<file path="config.mk">
export PLATFORM = sky130hd
export DESIGN_NAME = board_mine_placer_flat
export DESIGN_NICKNAME = d
export VERILOG_FILES = /design/src/rtl/board_pkg.sv /design/src/rtl/wishbone_if.sv /design/src/rtl/lfsr8.sv /design/src/rtl/board_mine_placer.sv /design/src/flat_wrapper.sv
export SDC_FILE = /design/constraint.sdc
export NUM_CORES = 1
export LEC_CHECK = 0
export BUFFER_PORTS_ARGS = -buffer_cell sky130_fd_sc_hd__buf_2
export CORE_AREA = 2 2 89 91
export DETAILED_ROUTE_END_ITERATION = 6
export DIE_AREA = 0 0 91 93
export PLACE_DENSITY = 0.86
export SYNTH_ARGS = -nofsm -noshare
export SYNTH_HDL_FRONTEND = slang
export SYNTH_SLANG_ARGS = --single-unit
</file>
<file path="constraint.sdc">
create_clock -name clk -period 2.95 [get_ports clk]
set_input_delay 0.59 -clock clk [delete_from_list [all_inputs] [get_ports clk]]
set_output_delay 0.59 -clock clk [all_outputs]
set_load 0.02 [all_outputs]
</file>
<file path="src/rtl/board_pkg.sv">
// Shared board definitions: cell encodings, address layout and placer state encoding.
package board_pkg;

  localparam int unsigned ROW_W = 4;
  localparam int unsigned COL_W = 4;
  localparam int unsigned ADR_W = ROW_W + COL_W;

  localparam logic [7:0]  CELL_EMPTY = 8'h00;
  localparam logic [7:0]  CELL_MINE  = 8'h80;
  localparam int unsigned MINE_BIT   = 7;

  typedef enum logic [2:0] {
    S_IDLE,
    S_CLEAR,
    S_GEN,
    S_RD,
    S_CHK,
    S_WR,
    S_FINISH
  } placer_state_t;

  function automatic logic [ADR_W-1:0] adr_pack(input logic [ROW_W-1:0] row,
                                               input logic [COL_W-1:0] col);
    return {row, col};
  endfunction

  function automatic logic [ROW_W-1:0] adr_row(input logic [ADR_W-1:0] adr);
    return adr[ADR_W-1 -: ROW_W];
  endfunction

  function automatic logic [COL_W-1:0] adr_col(input logic [ADR_W-1:0] adr);
    return adr[COL_W-1:0];
  endfunction

endpackage

</file>
<file path="src/rtl/wishbone_if.sv">
// Pipelined Wishbone bundle shared by the board memory and its masters.
interface wishbone_if #(
  parameter int unsigned AW = 8,
  parameter int unsigned DW = 8
);
  logic          cyc_o;
  logic          stb_o;
  logic          we_o;
  logic [AW-1:0] adr_o;
  logic [DW-1:0] dat_o;
  logic [DW-1:0] dat_i;
  logic          stall_i;
  logic          ack_i;

  modport master (
    output cyc_o, stb_o, we_o, adr_o, dat_o,
    input  dat_i, stall_i, ack_i
  );

  modport slave (
    input  cyc_o, stb_o, we_o, adr_o, dat_o,
    output dat_i, stall_i, ack_i
  );
endinterface

</file>
<file path="src/rtl/lfsr8.sv">
// 8-bit Fibonacci LFSR, x^8+x^6+x^5+x^4+1; a zero seed is replaced by 8'h01.
module lfsr8 (
  input  logic       clk,
  input  logic       rst,
  input  logic       load,
  input  logic [7:0] seed,
  input  logic       step,
  output logic [7:0] value
);

  logic fb;

  assign fb = value[7] ^ value[5] ^ value[4] ^ value[3];

  always_ff @(posedge clk or posedge rst) begin
    if (rst) begin
      value <= 8'h01;
    end else if (load) begin
      value <= (seed == '0) ? 8'h01 : seed;
    end else if (step) begin
      value <= {value[6:0], fb};
    end
  end

endmodule

</file>
<file path="src/rtl/board_mine_placer.sv">
// Clears the active board region, then places distinct pseudo-random mines via
// separate Wishbone write and read masters.
module board_mine_placer
  import board_pkg::*;
#(
  parameter int unsigned MAX_SIZE = 16,
  parameter int unsigned DW       = 8
) (
  input  logic       clk,
  input  logic       rst,
  input  logic       start,
  input  logic [4:0] board_size,
  input  logic [7:0] mine_count,
  input  logic [7:0] seed,
  wishbone_if.master master_wr,
  wishbone_if.master master_rd,
  output logic       busy,
  output logic       done
);

  placer_state_t    state, state_nxt;
  logic [4:0]       size_q;
  logic [7:0]       mines_q;
  logic [7:0]       placed;
  logic [ROW_W-1:0] row;
  logic [COL_W-1:0] col;
  logic [7:0]       cand;
  logic             rd_mine;
  logic             rd_acc;
  logic [7:0]       lfsr_val;

  logic [4:0]       size_clamped;
  logic [9:0]       mine_limit;
  logic [7:0]       mines_clamped;
  logic [7:0]       cand_cur;
  logic             in_range;
  logic             wr_accept;
  logic             rd_accept;
  logic             last_col;
  logic             last_row;
  logic             placed_last;

  lfsr8 u_lfsr (
    .clk   (clk),
    .rst   (rst),
    .load  (state == S_IDLE && start),
    .seed  (seed),
    .step  (state == S_GEN),
    .value (lfsr_val)
  );

  // At least one cell of the active region always stays mine-free.
  always_comb begin
    size_clamped = board_size;
    if (board_size == '0) begin
      size_clamped = 5'd1;
    end else if (board_size > 5'(MAX_SIZE)) begin
      size_clamped = 5'(MAX_SIZE);
    end
    mine_limit    = ({5'b0, size_clamped} * {5'b0, size_clamped}) - 10'd1;
    mines_clamped = ({2'b0, mine_count} > mine_limit) ? mine_limit[7:0] : mine_count;
  end

  assign cand_cur    = lfsr_val ^ 8'hFF;
  assign in_range    = ({1'b0, adr_row(cand_cur)} < size_q) && ({1'b0, adr_col(cand_cur)} < size_q);
  assign wr_accept   = (state == S_CLEAR || state == S_WR) && !master_wr.stall_i;
  assign rd_accept   = (state == S_RD) && !rd_acc && !master_rd.stall_i;
  assign last_col    = ({1'b0, col} == size_q - 5'd1);
  assign last_row    = ({1'b0, row} == size_q - 5'd1);
  assign placed_last = (placed + 8'd1 == mines_q);

  always_ff @(posedge clk or posedge rst) begin
    if (rst) begin
      state <= S_IDLE;
    end else begin
      state <= state_nxt;
    end
  end

  always_comb begin
    state_nxt = state;
    case (state)
      S_IDLE:   if (start) state_nxt = S_CLEAR;
      S_CLEAR:  if (wr_accept && last_col && last_row)
                  state_nxt = (mines_q != '0) ? S_GEN : S_FINISH;
      S_GEN:    if (in_range) state_nxt = S_RD;
      S_RD:     if (master_rd.ack_i) state_nxt = S_CHK;
      S_CHK:    state_nxt = rd_mine ? S_GEN : S_WR;
      S_WR:     if (wr_accept) state_nxt = placed_last ? S_FINISH : S_GEN;
      S_FINISH: state_nxt = S_IDLE;
      default:  state_nxt = S_IDLE;
    endcase
  end

  always_ff @(posedge clk or posedge rst) begin
    if (rst) begin
      size_q  <= 5'd1;
      mines_q <= '0;
      placed  <= '0;
      row     <= '0;
      col     <= '0;
      cand    <= '0;
      rd_mine <= 1'b0;
      rd_acc  <= 1'b0;
    end else begin
      case (state)
        S_IDLE: if (start) begin
          size_q  <= size_clamped;
          mines_q <= mines_clamped;
          placed  <= '0;
          row     <= '0;
          col     <= '0;
        end
        S_CLEAR: if (wr_accept) begin
          if (last_col) begin
            col <= '0;
            row <= row + 1'b1;
          end else begin
            col <= col + 1'b1;
          end
        end
        S_GEN: begin
          cand   <= cand_cur;
          rd_acc <= 1'b0;
        end
        S_RD: begin
          if (rd_accept) rd_acc <= 1'b1;
          if (master_rd.ack_i) rd_mine <= master_rd.dat_i[MINE_BIT];
        end
        S_WR: if (wr_accept) placed <= placed + 8'd1;
        default: ;
      endcase
    end
  end

  // Outputs decode the state only, so reset drops every strobe asynchronously.
  always_comb begin
    master_wr.cyc_o = 1'b0;
    master_wr.stb_o = 1'b0;
    master_wr.we_o  = 1'b0;
    master_wr.adr_o = '0;
    master_wr.dat_o = '0;
    master_rd.cyc_o = 1'b0;
    master_rd.stb_o = 1'b0;
    master_rd.we_o  = 1'b0;
    master_rd.adr_o = '0;
    master_rd.dat_o = '0;
    busy            = 1'b0;
    done            = 1'b0;
    case (state)
      S_CLEAR: begin
        master_wr.cyc_o = 1'b1;
        master_wr.stb_o = 1'b1;
        master_wr.we_o  = 1'b1;
        master_wr.adr_o = adr_pack(row, col);
        master_wr.dat_o = DW'(CELL_EMPTY);
        busy            = 1'b1;
      end
      S_WR: begin
        master_wr.cyc_o = 1'b1;
        master_wr.stb_o = 1'b1;
        master_wr.we_o  = 1'b1;
        master_wr.adr_o = cand;
        master_wr.dat_o = DW'(CELL_MINE);
        busy            = 1'b1;
      end
      S_RD: begin
        master_rd.cyc_o = 1'b1;
        master_rd.stb_o = !rd_acc;
        master_rd.adr_o = cand;
        busy            = 1'b1;
      end
      S_GEN, S_CHK: busy = 1'b1;
      S_FINISH:     done = 1'b1;
      default: ;
    endcase
  end

endmodule

</file>
<file path="src/flat_wrapper.sv">
// flat-port wrapper written by rule: the top's interface ports become plain ports
module board_mine_placer_flat import board_pkg::*;
#(
  parameter int unsigned MAX_SIZE = 16,
  parameter int unsigned DW       = 8
)
  (clk, rst, start, board_size, mine_count, seed, busy, done, master_wr_cyc_o, master_wr_stb_o, master_wr_we_o, master_wr_adr_o, master_wr_dat_o, master_wr_dat_i, master_wr_stall_i, master_wr_ack_i, master_rd_cyc_o, master_rd_stb_o, master_rd_we_o, master_rd_adr_o, master_rd_dat_o, master_rd_dat_i, master_rd_stall_i, master_rd_ack_i);
  wishbone_if #(.AW(8), .DW(DW)) master_wr_i ();
  wishbone_if #(.AW(8), .DW(DW)) master_rd_i ();
  input  logic clk;
  input  logic rst;
  input  logic start;
  input  logic [4:0] board_size;
  input  logic [7:0] mine_count;
  input  logic [7:0] seed;
  output logic busy;
  output logic done;
  output wire logic [$bits(master_wr_i.cyc_o)-1:0] master_wr_cyc_o;
  output wire logic [$bits(master_wr_i.stb_o)-1:0] master_wr_stb_o;
  output wire logic [$bits(master_wr_i.we_o)-1:0] master_wr_we_o;
  output wire logic [$bits(master_wr_i.adr_o)-1:0] master_wr_adr_o;
  output wire logic [$bits(master_wr_i.dat_o)-1:0] master_wr_dat_o;
  input wire logic [$bits(master_wr_i.dat_i)-1:0] master_wr_dat_i;
  input wire logic [$bits(master_wr_i.stall_i)-1:0] master_wr_stall_i;
  input wire logic [$bits(master_wr_i.ack_i)-1:0] master_wr_ack_i;
  output wire logic [$bits(master_rd_i.cyc_o)-1:0] master_rd_cyc_o;
  output wire logic [$bits(master_rd_i.stb_o)-1:0] master_rd_stb_o;
  output wire logic [$bits(master_rd_i.we_o)-1:0] master_rd_we_o;
  output wire logic [$bits(master_rd_i.adr_o)-1:0] master_rd_adr_o;
  output wire logic [$bits(master_rd_i.dat_o)-1:0] master_rd_dat_o;
  input wire logic [$bits(master_rd_i.dat_i)-1:0] master_rd_dat_i;
  input wire logic [$bits(master_rd_i.stall_i)-1:0] master_rd_stall_i;
  input wire logic [$bits(master_rd_i.ack_i)-1:0] master_rd_ack_i;
  assign master_wr_cyc_o = master_wr_i.cyc_o;
  assign master_wr_stb_o = master_wr_i.stb_o;
  assign master_wr_we_o = master_wr_i.we_o;
  assign master_wr_adr_o = master_wr_i.adr_o;
  assign master_wr_dat_o = master_wr_i.dat_o;
  assign master_wr_i.dat_i = master_wr_dat_i;
  assign master_wr_i.stall_i = master_wr_stall_i;
  assign master_wr_i.ack_i = master_wr_ack_i;
  assign master_rd_cyc_o = master_rd_i.cyc_o;
  assign master_rd_stb_o = master_rd_i.stb_o;
  assign master_rd_we_o = master_rd_i.we_o;
  assign master_rd_adr_o = master_rd_i.adr_o;
  assign master_rd_dat_o = master_rd_i.dat_o;
  assign master_rd_i.dat_i = master_rd_dat_i;
  assign master_rd_i.stall_i = master_rd_stall_i;
  assign master_rd_i.ack_i = master_rd_ack_i;
  board_mine_placer #(.MAX_SIZE(MAX_SIZE), .DW(DW)) u_core (.clk(clk), .rst(rst), .start(start), .board_size(board_size), .mine_count(mine_count), .seed(seed), .master_wr(master_wr_i), .master_rd(master_rd_i), .busy(busy), .done(done));
endmodule
</file>
==> results.sh, run 1 <==
export IMPL_place_hpwl_mm=7.61
export IMPL_drc=0
export IMPL_fin_util=0.645
export IMPL_diodes=0
export IMPL_min_period_ns=4.68
export IMPL_cts_buffers=5
export IMPL_use_met2=0.454
export IMPL_cpPeakStageDelay_ns=0.41
export IMPL_min_period_over_period=1.59
export IMPL_grt_max_degree=27
export IMPL_via_per_inst=5.59
export IMPL_clockRootBuffer="clkbuf_8"
export IMPL_yosys_area_top_type="dfrtp_1"
export IMPL_worst_pin_slew_ns=0.728
export IMPL_gp_congestion=0.859
export IMPL_synth_most_common_cell="nand2_1"
export IMPL_coreArea_sq_mm=0.00753
export IMPL_std_cell_rows=32
export IMPL_nFillCells=626
export IMPL_initialDrtViolationCount=242
export IMPL_fp_dieH_um=93
export IMPL_syn2layout_area_growth_pct=18.5
export IMPL_ant_nets=0
export IMPL_status="finished, violations left"
export IMPL_grt_setup_unrepaired="yes"
export IMPL_setup_slack_ns=-1.73
export IMPL_synth_area_leaders="dfrtp_1 (29%), ha_1 (9.5%), nand2_1 (5.4%), o21ai_0 (5.2%), xnor2_1 (4.3%)"
export IMPL_yosysUniqueCellTypes=65
export IMPL_crit_fanout=5
export IMPL_initial_core_util=0.545
export IMPL_irDropWorstVdd_mv=0.368
export IMPL_crit_type="in2reg"
export IMPL_grt_use_met3=0.0322
export IMPL_synthFlopType="dfrtp_1"
export IMPL_grt_pass1_vias=3708
export IMPL_yosys_top_cells_count="nand2_1 (59), dfrtp_1 (48), nor2_1 (45)"
export IMPL_failed_checks="setup timing"
export IMPL_portBuffers=51
export IMPL_drive_above_1_share=0.243
export IMPL_cts_tree="built"
export IMPL_grt_pass1_wl_mm=16.9
export IMPL_crit_arrival_ns=4.88
export IMPL_synth_area_sq_mm=0.00410
export IMPL_die_w_um=91
export IMPL_clock_path_buffers=2
export IMPL_grtUsageMet1=0.299
export IMPL_dp_slack_ns=-2.05
export IMPL_fin_skew_ns=0.0106
export IMPL_hold_viol=0
export IMPL_synth_edf_count=0
export IMPL_endpoint_kind="flip-flop"
export IMPL_dieArea_sq_mm=0.00846
export IMPL_setup_viol=8
export IMPL_netlist_instances=490
export IMPL_vias=3773
export IMPL_ys_ff_latch=50
export IMPL_cts_sinks=50
export IMPL_clkTransAtPathRegs_ns=0.10
export IMPL_wl_per_cell_um=15.1
export IMPL_worst_skew_pair_late_latency_ns=0.31
export IMPL_cts_hold_buf=0
export IMPL_grt_ovfl_total=0
export IMPL_synth_top_area_share=0.293
export IMPL_critPathSlowestCell="fa_1"
export IMPL_setup_tns_ns=-13.55
export IMPL_maxClockFrequency_mhz=214
export IMPL_p_per_area_mw_per_mm2=804
export IMPL_gr_max_usage_layer="met2"
export IMPL_maxCapViolCount=0
export IMPL_max_slew_margin=0.515
export IMPL_ios=84
export IMPL_crit_chain="buf_8 > nor3_4 > nor2_2 > or2_4 > inv_2 > and2_4 > fa_1 > ha_1 > ha_2 > or2_4 > o31ai_4 > o21bai_1 > a21oi_1 > xor2_1 > ha_1 > and4_1 > a31oi_1 > o21ai_1 > nor4b_2 > buf_4 > mux2i_1 > mux2_4"
export IMPL_yosysSeqAreaShare=0.306
export IMPL_maxSlewViolCount=0
export IMPL_p_leak_nw=2.34
export IMPL_async_flop_share=1.00
export IMPL_drt_wl_total_mm=10.2
export IMPL_start_kind="input pin"
export IMPL_h_tree_depth=2
export IMPL_firstDrtPassIters=5
export IMPL_fin_nets=652
export IMPL_cp_required_ns=3.15
export IMPL_avgSynthCellArea_sq_um=8.37
export IMPL_grtUsageTotal=0.241
export IMPL_yosysWarnings=0
export IMPL_holdCritPathClass="in2async"
export IMPL_antenna_found_initial=0
==> cells by family (layout without fill, tap and decap cells) <==
family / after synthesis / in the layout / synth area share
AO/OA/AOI/OAI: 100 / 100 / 0.154
other: 2 / 21 / 0.00183
XOR/XNOR: 32 / 32 / 0.0683
adder cells (fa/ha/maj): 36 / 36 / 0.119
buffers and inverters: 70 / 134 / 0.0845
multiplexers: 19 / 19 / 0.0482
AND/OR/NAND/NOR: 181 / 181 / 0.219
flip-flops: 50 / 50 / 0.306
==> path summary, 6_finish.rpt <==
check                      cells after the start  slack, ns                   start                 to
min reg2reg                                    1       0.49  u_core.u_lfsr.value[1]     u_core.cand[1]
min in group clk                               1       0.49  u_core.u_lfsr.value[1]     u_core.cand[1]
max in group asynchronous                      3       1.84                     rst   u_core.size_q[0]
max reg2reg                                    9       0.28        u_core.size_q[0]    u_core.state[2]
max                                           22      -1.73           board_size[2]  u_core.mines_q[6]
min                                            2       0.32                     rst     u_core.cand[0]
==> worst max-delay path, delay by kind of cell <==
family	cells	cell delay, ns
and+or+nand+nor	7	1.42
adders and majority gates	4	1.19
AOI/OAI and AO/OA	5	0.72
buffers and inverters	3	0.39
muxes	2	0.35
xor gates and xnor gates	1	0.22
==> layout by cell type, fill, tap and decap left out, types with 12 or more instances in the layout <==
| cell type | instances |
|---|---|
| o21ai_0 | 39 |
| nand2_1 | 59 |
| nand3_1 | 12 |
| dfrtp_1 | 48 |
| xor2_1 | 12 |
| buf_2 | 50 |
| and2_1 | 14 |
| inv_1 | 27 |
| ha_1 | 28 |
| mux2i_1 | 13 |
| xnor2_1 | 20 |
| a21oi_1 | 23 |
| nor2_1 | 44 |
| buf_4 | 45 |
| conb_1 | 21 |
==> routing by layer <==
layer / vias to the layer above / part of all wire / routed length [um]
met3: 12 / 0.050 / 503
met4: 0 / 0.010 / 103
met1: 1838 / 0.42 / 4300
li1: 1806 / - / -
met2: 117 / 0.52 / 5250
met5: - / 0 / 0
==> power by group <==
| group | total [W] | leakage, nW | internal [W] | switching [W] |
|---|---|---|---|---|
| Sequential | 0.00124 | 0.644 | 0.000942 | 0.000302 |
| Clock | 0.000437 | 0.0478 | 0.000194 | 0.000244 |
| Combinational | 0.00223 | 1.65 | 0.00102 | 0.00121 |
| Total | 0.00391 | 2.34 | 0.00216 | 0.00175 |
==> what timing repair did <==
| item | 4_1_cts | 5_1_grt |
|---|---|---|
| buffers inserted | 1 | 4 |
| endpoints found under the hold margin | 0 | 0 |
| resized for setup | 11 | 5 |
| pin swaps | 16 | 12 |
| endpoints found under the setup margin | 8 | 8 |
| gates cloned | 1 | 0 |
==> through the flow <==
| stage | cells | area, sq um | power (W) | hold WS (ns) |
|---|---|---|---|---|
| floorplan | 509 | 4220 | 0.00279 | 0.439 |
| global placement | 661 | 4650 | 0.00326 | 0.469 |
| detailed placement | 661 | 4650 | 0.00338 | 0.472 |
| CTS | 671 | 4800 | 0.00386 | 0.326 |
| global route | 675 | 4860 | 0.00422 | 0.362 |
| finish | 675 | 4860 | 0.00391 | 0.319 |
==> cell type report <==
type / instances / area [sq um] / area share
multi-input cells: 389 / 2660 / 0.546
well taps: 102 / 128 / 0.0263
inverters: 29 / 109 / 0.0224
clock inverters: 2 / 16.3 / 0.00335
repair buffers: 97 / 614 / 0.126
flip-flops and latches: 50 / 1250 / 0.258
clock buffers: 6 / 82.6 / 0.0170
==> flip-flops by register name, indices dropped and copies added, names as in the netlist <==
| signal | count |
|---|---|
| u_core.cand | 8 |
| u_core.mines_q | 8 |
| u_core.placed | 8 |
| u_core.u_lfsr.value | 8 |
| u_core.size_q | 5 |
| u_core.col | 4 |
| u_core.row | 4 |
| u_core.state | 3 |
| u_core.rd_acc | 1 |
| u_core.rd_mine | 1 |
Note: power is estimated with default switching activity, not from simulation.
==> run 2, diff against run 1 <==
--- a/config.mk
+++ b/config.mk
@@ -9,7 +9,7 @@
 export CORE_AREA = 2 2 89 91
 export DETAILED_ROUTE_END_ITERATION = 6
 export DIE_AREA = 0 0 91 93
-export PLACE_DENSITY = 0.86
+export PLACE_DENSITY_LB_ADDON = 0.25
 export SYNTH_ARGS = -nofsm -noshare
 export SYNTH_HDL_FRONTEND = slang
 export SYNTH_SLANG_ARGS = --single-unit
==> run 2 against run 1 <==
The run still ends with setup timing left; global-route usage is 0.18 points lower; die area stayed put; sequential share of layout area is 0.22 points lower; power is 0.77% higher; hold slack better by 0.11 ns; register-to-register slack better by 0.05 ns; highest routed layer unchanged.
==> results.sh, run 2 (synthesized netlist as in run 1, its figures left out) <==
export IMPL_status="finished, violations left"
export IMPL_failed_checks="setup timing"
export IMPL_cts_sinks=50
export IMPL_crit_type="in2reg"
export IMPL_fp_dieH_um=93
export IMPL_timing_critical_path_buf_inv=3
export IMPL_setup_viol=8
export IMPL_clkTransAtPathRegs_ns=0.11
export IMPL_grt_ovfl_total=0
export IMPL_crit_arrival_ns=4.89
export IMPL_portBuffers=51
export IMPL_dp_cells=660
export IMPL_fin_skew_ns=0.0132
export IMPL_initialDrtViolationCount=152
export IMPL_gp_congestion=0.839
export IMPL_fin_hold_ws_ns=0.433
export IMPL_maxCapViolCount=0
export IMPL_grt_pass1_wl_mm=16.5
export IMPL_drc=0
export IMPL_crit_chain="buf_8 > nor3_4 > nor2_2 > or2_4 > inv_2 > and2_4 > fa_1 > ha_1 > ha_2 > or2_4 > o31ai_4 > o21bai_1 > a21oi_2 > xor2_2 > ha_1 > o21a_1 > o32ai_2 > a31oi_1 > o21ai_1 > nor4b_2 > buf_4 > mux2i_1 > mux2_4"
export IMPL_cts_hold_buf=0
export IMPL_crit_fanout=5
export IMPL_p_leak_nw=2.36
export IMPL_p_total_w=0.00394
export IMPL_clock_path_buffers=2
export IMPL_maxSlewViolCount=0
export IMPL_irDropWorstVdd_mv=0.334
export IMPL_vias=3625
export IMPL_max_slew_margin=0.584
export IMPL_die_w_um=91
export IMPL_via_per_inst=5.37
export IMPL_setup_slack_ns=-1.74
export IMPL_grtUsageTotal=0.240
export IMPL_antenna_found_initial=0
export IMPL_setup_tns_ns=-13.62
export IMPL_cp_top_family="simple AND/OR/NAND/NOR gates"
export IMPL_cpPeakStageDelay_ns=0.41
export IMPL_dp_slack_ns=-2.08
export IMPL_cp_required_ns=3.15
export IMPL_min_period_over_period=1.59
export IMPL_holdCritPathClass="in2async"
export IMPL_layout_commonest_cell="nand2_1"
export IMPL_coreArea_sq_mm=0.00753
export IMPL_h_tree_depth=2
export IMPL_cts_buffers=5
export IMPL_mostFrequentLayoutCells="nand2_1 (59), buf_2 (50), dfrtp_1 (48)"
export IMPL_ios=84
export IMPL_maxClockFrequency_mhz=213
export IMPL_path_depth=23
export IMPL_clockRootBuffer="clkbuf_8"
export IMPL_reg2regPathDepth=9
export IMPL_p_per_area_mw_per_mm2=804
export IMPL_drive_above_1_share=0.251
export IMPL_diodes=0
export IMPL_dieArea_sq_mm=0.00846
export IMPL_drt_wl_total_mm=9.71
export IMPL_syn2layout_area_growth_pct=19.5
export IMPL_grt_max_degree=51
export IMPL_hold_viol=0
export IMPL_fin_nets=652
export IMPL_min_period_ns=4.69
export IMPL_std_cell_rows=32
export IMPL_grt_setup_unrepaired="yes"
export IMPL_worst_skew_pair_late_latency_ns=0.31
export IMPL_layout_cells_non_filler=675
export IMPL_critPathSlowestCell="fa_1"
export IMPL_start_kind="input pin"
export IMPL_ant_nets=0
export IMPL_initial_core_util=0.545
export IMPL_grt_pass1_vias=3536
export IMPL_cts_tree="built"
export IMPL_worst_pin_slew_ns=0.624
export IMPL_firstDrtPassIters=4
export IMPL_place_hpwl_mm=7.35
export IMPL_endpoint_kind="flip-flop"
export IMPL_wl_per_cell_um=14.4
## run 2: cell count changes in the layout (fill, tap and decap cells not counted), sizes merged
| cell | delta |
|---|---|
| clkbuf | -1 |
| clkinv | +2 |
| clkinvlp | -1 |
## run 2: worst paths after layout
check	start	end	slack, ns
worst max-delay path	board_size[1]	u_core.mines_q[4]	-1.74
worst min-delay path	rst	u_core.placed[1]	0.43
worst max register to register	u_core.size_q[0]	u_core.state[2]	0.33
worst min register to register	u_core.u_lfsr.value[2]	u_core.cand[2]	0.50
max in group asynchronous	rst	u_core.mines_q[5]	2.09
min in group clk	seed[6]	u_core.u_lfsr.value[6]	0.49
## run 2: through the flow
stage / area [sq um] / util
6_report: 4900 / 0.651
5_1_grt: 4900 / 0.651
4_1_cts: 4840 / 0.643
3_5_place_dp: 4640 / 0.617
3_3_place_gp: 4640 / 0.617
2_1_floorplan: 4220 / -
## run 2: what timing repair did
item,4_1_cts,5_1_grt
pin swaps,12,5
endpoints found under the hold margin,0,0
buffers inserted,3,3
resized for setup,16,8
gates cloned,1,0
endpoints found under the setup margin,8,8
## run 2: tightest hold or removal path, delay by kind of cell
| kind | cells | cell delay [ns] |
|---|---|---|
| buffers and inverters | 3 | 0.63 |
## run 2: cell type report
type	instances	area, sq um
Multi-Input combinational cell	389	2700
Fill cell	661	2630
Sequential cell	50	1250
Timing Repair Buffer	97	614
Tap cell	102	128
Inverter	29	109
Clock buffer	5	68.8
Clock inverter	3	28.8
## run 2: where the power goes
group / internal, W / total [W] / leakage (nW) / switching [W]
logic: 0.00106 / 0.00223 / 1.66 / 0.00117
clock network: 0.000176 / 0.000430 / 0.0502 / 0.000253
registers: 0.000941 / 0.00128 / 0.644 / 0.000340
total: 0.00218 / 0.00394 / 2.36 / 0.00176
## run 2: layer usage
layer / track usage / share of wire / vias up
li1: - / - / 1798
met3: 0.0363 / 0.048 / 11
met2: 0.440 / 0.51 / 90
met1: 0.291 / 0.43 / 1726
met5: 0 / 0 / -
met4: 0.0694 / 0.012 / 0
==> run 3, diff against run 2 <==
==> constraint.sdc (replaced) <==
create_clock -name clk -period 2.95 [get_ports clk]
set_input_delay 0.295 -clock clk [delete_from_list [all_inputs] [get_ports clk]]
set_output_delay 0.295 -clock clk [all_outputs]
set_load 0.02 [all_outputs]
==> run 3 against run 2 <==
The flow still finishes with violations (setup timing); clock skew about the same; cell count down 0.74%; combinational power about the same; clock-buffer cell count up 1; power up 1.7%; wire length up 1.6%; maximum frequency up 5.2%; die area unchanged; worst setup slack better by 0.23 ns; first-iteration DRC count down 9.9%; sequential share of layout area up 0.22 points.
==> results.sh, run 3 (synthesized netlist as in run 1, its figures left out) <==
export IMPL_initial_core_util=0.545
export IMPL_nFillCells=677
export IMPL_grt_max_degree=51
export IMPL_failed_checks="setup timing"
export IMPL_clock_path_buffers=2
export IMPL_endpoint_kind="flip-flop"
export IMPL_cp_required_ns=3.15
export IMPL_crit_arrival_ns=4.66
export IMPL_setup_slack_ns=-1.51
export IMPL_holdCritPathClass="in2reg"
export IMPL_switching_share=0.438
export IMPL_path_depth=22
export IMPL_drc=0
export IMPL_worst_skew_pair_late_latency_ns=0.31
export IMPL_p_total_w=0.00400
export IMPL_p_leak_nw=2.33
export IMPL_pwr_share_seq=0.318
export IMPL_min_period_ns=4.46
export IMPL_drive_above_1_share=0.236
export IMPL_mostFrequentLayoutCells="nand2_1 (59), buf_2 (49), dfrtp_1 (48)"
export IMPL_fin_nets=647
export IMPL_p_per_area_mw_per_mm2=824
export IMPL_clkTransAtPathRegs_ns=0.10
export IMPL_crit_type="in2reg"
export IMPL_hold_viol=0
export IMPL_pwr_share_comb=0.552
export IMPL_diodes=0
export IMPL_gp_congestion=0.857
export IMPL_cpPeakStageDelay_ns=0.41
export IMPL_fp_dieH_um=93
export IMPL_timing_critical_path_buf_inv=3
export IMPL_grt_pass1_wl_mm=16.3
export IMPL_crit_fanout=5
export IMPL_cp_top_family="simple AND/OR/NAND/NOR gates"
export IMPL_layout_commonest_cell="nand2_1"
export IMPL_fin_skew_ns=0.0127
export IMPL_worst_r2r_endpoint="u_core.state[2]"
export IMPL_std_cell_rows=32
export IMPL_setup_viol=8
export IMPL_drt_wl_total_mm=9.87
export IMPL_portBuffers=51
export IMPL_cts_sinks=50
export IMPL_grtUsageTotal=0.235
export IMPL_h_tree_depth=2
export IMPL_r2r_slack_ns=0.25
export IMPL_irDropWorstVdd_mv=0.364
export IMPL_worst_pin_slew_ns=1.03
export IMPL_coreArea_sq_mm=0.00753
export IMPL_r2r_start="u_core.size_q[0]"
export IMPL_place_hpwl_mm=7.49
export IMPL_start_kind="input pin"
export IMPL_firstDrtPassIters=6
export IMPL_setup_worst_path_start="board_size[1]"
export IMPL_via_per_inst=5.41
export IMPL_ios=84
export IMPL_status="finished, violations left"
export IMPL_grt_ovfl_total=0
export IMPL_min_period_over_period=1.51
export IMPL_cts_buffers=5
export IMPL_maxSlewViolCount=0
export IMPL_ant_nets=0
export IMPL_initialDrtViolationCount=137
export IMPL_clockRootBuffer="clkbuf_8"
export IMPL_die_w_um=91
export IMPL_reg2regPathDepth=9
export IMPL_switchingPower_w=0.00176
export IMPL_layout_cells_non_filler=670
export IMPL_p_int_w=0.00225
export IMPL_grt_pass1_vias=3473
export IMPL_crit_chain="buf_8 > nor3_4 > nor2_1 > or2_4 > inv_2 > and2_4 > fa_1 > ha_1 > ha_2 > or2_4 > o31ai_4 > o21bai_1 > a21oi_2 > xor2_1 > ha_1 > and4_1 > a31oi_1 > o21ai_1 > nor4b_2 > buf_4 > mux2i_1 > mux2_4"
export IMPL_grt_setup_unrepaired="yes"
export IMPL_vias=3627
export IMPL_maxClockFrequency_mhz=224
export IMPL_dp_cells=659
export IMPL_crit_path_end="u_core.mines_q[4]"
export IMPL_max_slew_margin=0.311
export IMPL_dieArea_sq_mm=0.00846
export IMPL_setup_tns_ns=-11.81
export IMPL_cts_tree="built"
export IMPL_wl_per_cell_um=14.7
export IMPL_syn2layout_area_growth_pct=18.5
export IMPL_critPathSlowestCell="fa_1"
export IMPL_pwr_share_clk=0.130
export IMPL_maxCapViolCount=0
export IMPL_cts_hold_buf=0
export IMPL_antenna_found_initial=0
run 3: cell types whose count changed in the layout (fill, tap and decap cells not counted), moves of 2 or more:
cell	delta
buf_4	-5
clkinv_4	-2
mux2_2	+2
mux2_4	-2
run 3: final cells by class:
class                      count  area (sq um)  share of cell area
clock inverter                 2          38.8             0.00798
clock buffer                   6          82.6              0.0170
multi-input combinational    389          2660               0.548
inverter                      29           109              0.0224
tap                          102           128              0.0263
timing repair buffer          92           583               0.120
sequential                    50          1250               0.258
run 3: tightest hold or removal path: cells and delay by family:
| family | cells | cell delay (ns) |
|---|---|---|
| AND/OR/NAND/NOR | 1 | 0.04 |
| buffers and inverters | 1 | 0.08 |
| AO/OA/AOI/OAI | 1 | 0.06 |
run 3: how the worst min path moves through the flow:
stage                      startpoint                endpoint  slack (ns)  depth (start not counted)
3_3_place_gp   u_core.u_lfsr.value[1]          u_core.cand[1]        0.46                          1
6_report                      seed[5]  u_core.u_lfsr.value[5]        0.21                          3
5_1_grt                       seed[2]  u_core.u_lfsr.value[2]        0.21                          3
2_1_floorplan                 seed[1]  u_core.u_lfsr.value[1]        0.41                          2
3_5_place_dp   u_core.u_lfsr.value[1]          u_core.cand[1]        0.48                          1
4_1_cts                       seed[2]  u_core.u_lfsr.value[2]        0.20                          3
run 3: through the flow:
step           utilization  setup slack [ns]  hold slack, ns  area (sq um)
2_1_floorplan            -             -1.51           0.412          4220
3_3_place_gp         0.616             -1.53           0.463          4640
3_5_place_dp         0.616             -1.73           0.476          4640
4_1_cts              0.638             -1.32           0.200          4810
5_1_grt              0.645             -1.66           0.205          4860
6_report             0.645             -1.51           0.205          4860
run 3: timing repair:
action,in CTS,in global routing
gates cloned,1,0
buffers inserted,0,2
pin swaps,11,9
gates resized for setup,11,7
endpoints found under the setup margin,8,8
run 3: power groups by stage:
stage / combinational [W] / sequential [W] / clock [W]
after floorplan: 0.00166 / 0.00113 / 0
after global routing: 0.00245 / 0.00131 / 0.000558
final: 0.00221 / 0.00127 / 0.000522
after CTS: 0.00214 / 0.00127 / 0.000533
after detailed placement: 0.00210 / 0.00129 / 0
after global placement: 0.00201 / 0.00128 / 0
run 3: metal layers:
layer	share of wire	global-route usage	up-vias
li1	-	-	1789
met1	0.44	0.300	1735
met2	0.51	0.435	91
met3	0.040	0.0322	12
met4	0.011	0.0354	0
met5	0	0	-
